**src/rtl/fetch_seq_pkg.sv**
```systemverilog
// fetch_seq_pkg: shared state encoding for the instruction-fetch sequencer
package fetch_seq_pkg;

    typedef enum logic [1:0] {
        FS_IDLE  = 2'd0,
        FS_FETCH = 2'd1,
        FS_HOLD  = 2'd2,
        FS_REDIR = 2'd3
    } fs_state_t;

endpackage

```
**src/rtl/fetch_seq.sv**
```systemverilog
// fetch_seq: fetches one instruction per handshake at pc, latches it into ir, and steers the PC
import fetch_seq_pkg::*;

module fetch_seq #(
    parameter int WIDTH = 32,
    parameter int IW    = 32
) (
    input  logic             clk,
    input  logic             reset,
    input  logic [WIDTH-1:0] pc,
    output logic             pc_inc,
    output logic             pc_load,
    output logic [WIDTH-1:0] pc_load_val,
    output logic             mem_req,
    output logic [WIDTH-1:0] mem_addr,
    input  logic             mem_ack,
    input  logic [IW-1:0]    mem_rdata,
    output logic [IW-1:0]    ir,
    output logic             ir_valid,
    input  logic             ir_ready,
    input  logic             br_req,
    input  logic [WIDTH-1:0] br_target
);

    fs_state_t        state;
    logic [WIDTH-1:0] tgt;
    logic             br_pend;

    // Sequencer: every state captures a redirect target; a redirect seen mid-fetch waits for the ack
    always_ff @(posedge clk or posedge reset) begin
        if (reset) begin
            state    <= FS_IDLE;
            ir       <= '0;
            ir_valid <= 1'b0;
            tgt      <= '0;
            br_pend  <= 1'b0;
        end else begin
            if (br_req)
                tgt <= br_target;
            case (state)
                FS_IDLE:
                    state <= br_req ? FS_REDIR : FS_FETCH;
                FS_FETCH:
                    if (mem_ack) begin
                        if (br_pend || br_req) begin
                            state <= FS_REDIR;
                        end else begin
                            ir       <= mem_rdata;
                            ir_valid <= 1'b1;
                            state    <= FS_HOLD;
                        end
                    end else if (br_req) begin
                        br_pend <= 1'b1;
                    end
                FS_HOLD:
                    if (br_req || ir_ready) begin
                        ir_valid <= 1'b0;
                        state    <= br_req ? FS_REDIR : FS_FETCH;
                    end
                FS_REDIR:
                    if (!br_req) begin
                        br_pend <= 1'b0;
                        state   <= FS_FETCH;
                    end
            endcase
        end
    end

    // Strobes decode from state so the PC increments in the very cycle the word returns
    always_comb begin
        mem_req     = state == FS_FETCH;
        mem_addr    = pc;
        pc_inc      = mem_req && mem_ack && !br_pend && !br_req;
        pc_load     = state == FS_REDIR;
        pc_load_val = tgt;
    end

endmodule

```
**config.mk**
```make
export PLATFORM = sky130hd
export DESIGN_NAME = fetch_seq
export DESIGN_NICKNAME = d
export VERILOG_FILES = /design/src/rtl/fetch_seq_pkg.sv /design/src/rtl/fetch_seq.sv
export SDC_FILE = /design/constraint.sdc
export NUM_CORES = 1
export LEC_CHECK = 0
export BUFFER_PORTS_ARGS = -buffer_cell sky130_fd_sc_hd__clkbuf_2
export CAP_MARGIN = 5
export CORE_MARGIN = 3
export CORE_UTILIZATION = 40
export CTS_BUF_LIST = sky130_fd_sc_hd__clkbuf_4
export DETAILED_ROUTE_END_ITERATION = 16
export MAX_ROUTING_LAYER = met4
export PLACE_DENSITY = 0.79
export REMOVE_ABC_BUFFERS = 1
export SKIP_CTS_REPAIR_TIMING = 1
export SLEW_MARGIN = 20
export SYNTH_ARGS = -nofsm -noshare
export SYNTH_HDL_FRONTEND = slang
export SYNTH_SLANG_ARGS = --single-unit
```
**constraint.sdc**
```tcl
create_clock -name clk -period 2.3 [get_ports clk]
set_clock_uncertainty 0.1 [all_clocks]
set_input_delay 0 -clock clk [delete_from_list [all_inputs] [get_ports clk]]
set_output_delay 0 -clock clk [all_outputs]
set_load 0.005 [all_outputs]
```
==> run metrics <==
outcome=finished, final reports clean; Worst Hold Class=in2reg; Fin Hold WS=0.0590 ns; die width=90.1 um; port bufs=136; sw frac=28.7%; internal power=2.60 mW; vias per cell=4.53; Final period util=79.0%; Setup Viol. Count Final=0; top cell family by delay on the critical path=simple AND/OR/NAND/NOR gates; area of the mapped netlist=2830 sq um; Core ar.=6830 sq um; startpoint of the worst hold path=br_req; Synth cell types=18; placed cell area=3390 sq um; clock network fraction of total power=19.6%; register area=1700 sq um; Post-synth EDFFs=0; Crit Path Class=reg2out; total CTS buffers=9; average size of a mapped cell=15.0 sq um; pwr/cell area=808 nW/um^2; Worst-path clk slew=0.11 ns; final core utilization=66.1%; wire length per cell=17.9 um; Critical Path Fanout Max=35; first-pass GRT wire length=10.5 mm; root buf cell=clkbuf_4; RSZ-0062 raised after global routing=false; largest area contributor in the synthesized netlist=dfrtp_1; num rows=30; proportion of layout cells with a drive suffix above 1=54.1%; worst slew pin tran=0.710 ns; post-route worst setup slack=0.484 ns; Max Cap Viol=0; combinational power share=32.0%; CP cell instances=nand2b_4 -> nor4b_4 -> buf_12 -> clkbuf_2; total gr overflow=0; Reg power frac=48.4%; post-route ant nets=0; pre-CTS setup slack=0.553 ns; antenna violations before repair=2; FFs w/ async S/R, synth=100%; CTS tree=built; min Tclk post-route=1.82 ns; largest net degree at the start of global routing=37; count leader, synth=dfrtp_1; reg2reg start=state[1]; sequential area share after synthesis=60.2%; Design Area, Final=4520 sq um; total I/O pin count=201; top cells by area, synth=dfrtp_1, mux2_2, buf_4; DRT Wirelength=8.98 mm; die height=90.1 um; Hold Vio Cnt, Final=0; number of global-route vias before repair=1940; Vias=2272; Clock Tree Buf Depth=2; Leak=2.19 nW; Final Max Tran Viols=0; Psw=1.05 mW; placed instance count=384; die area=8110 sq um; Final nets=500; worst setup path startpoint=state[1]; CP arrival=1.72 ns; drt initial violations=78; setup TNS=0 ns; WP buf/inv=2; fmax=551 MHz; clk_lat worst skew=0.38 ns; Synthesis Warnings=0; slowest CP cell=dfrtp_1; synth cell count leaders=dfrtp_1, mux2_2, buf_4; CP peak stage delay=0.42 ns; GP Congestion=0.731; H-tree depth=3; TritonRoute pass-1 iters=4; footprint of the multi-input gates=821 sq um; FF+latch count, synth=68; top_reg_cell synth=dfrtp_1; Layout Cells excl Fill=501; Total Power=3.65 mW; top cell type's share of synthesized area=60.2%; Worst setup SP type=flop; Initial Util=41.4%; Peak VDD IR=0.000486 V; Worst Path Required=2.20 ns; clock sinks=68; Mapped Cells=188; Filler Cell Count=532; DRC viols=0; detailed placement HPWL=5.08 mm; GR Util All Layers=17.4%; relative max-transition margin=52.6%; Area Growth Syn to Fin=59.7%; crit end category=output port
worst paths after layout:
check	slack, ns	cells after the start	endpoint
max in group asynchronous	1.27	4	pc_load_val[9]
worst min-delay path	0.06	4	ir_valid
worst max-delay path	0.48	4	pc_inc
min in group asynchronous	0.18	3	ir[9]
worst min register to register	0.39	1	ir[4]
worst max register to register	0.54	4	ir[24]
sequential cells by signal, summed over array words and instances (netlist names):
| signal | cells |
|---|---|
| ir | 32 |
| pc_load_val | 32 |
| state | 2 |
| br_pend | 1 |
| ir_valid | 1 |
cell usage in the layout, fill, tap and decap left out, types with 2 or more instances in the layout:
cell / count
mux2_2: 62
buf_12: 2
diode_2: 2
dlygate4sd3_1: 100
inv_1: 3
mux2_1: 2
clkbuf_2: 136
dfrtp_1: 68
clkbuf_4: 9
nand2b_1: 2
clkinv_2: 3
nand2_1: 3
area by class of cell:
type,count,area share [%]
timing repair buffer,239,38.3
antenna,2,0.111
clock buffer,9,1.50
clock inverter,6,1.25
tap,96,2.66
inverter,4,0.333
multi-input combinational,77,18.2
sequential,68,37.7
power by group through the flow:
stage,Clock (mW),Sequential (mW),Combinational (mW)
6_report,0.716,1.76,1.17
5_1_grt,0.800,1.82,1.26
4_1_cts,0.753,1.76,1.01
3_5_place_dp,0,1.78,1.01
3_3_place_gp,0,1.76,0.977
2_1_floorplan,0,1.79,0.447
per-layer routing:
| layer | GRT usage (%) | up-vias | wire length (um) |
|---|---|---|---|
| li1 | - | 1033 | - |
| met1 | 20.5 | 1148 | 3650 |
| met2 | 22.3 | 83 | 4830 |
| met3 | 12.1 | 8 | 413 |
| met4 | 8.42 | 0 | 91 |
| met5 | - | - | 0 |
kinds of logic after synthesis:
| kind of cell | Yosys count | share of synthesized area [%] |
|---|---|---|
| AOI/OAI and AO/OA | 5 | 1.24 |
| buffers and inverters | 43 | 10.8 |
| DFF | 68 | 60.2 |
| muxes | 64 | 25.5 |
| and+or+nand+nor | 8 | 2.30 |
tightest hold or removal path, cell delays in order:
cell      delay [ns]
clkbuf_2        0.12
nor4b_4         0.06
buf_12          0.17
nand2b_1        0.16
Power figures use the tool's default switching activity.
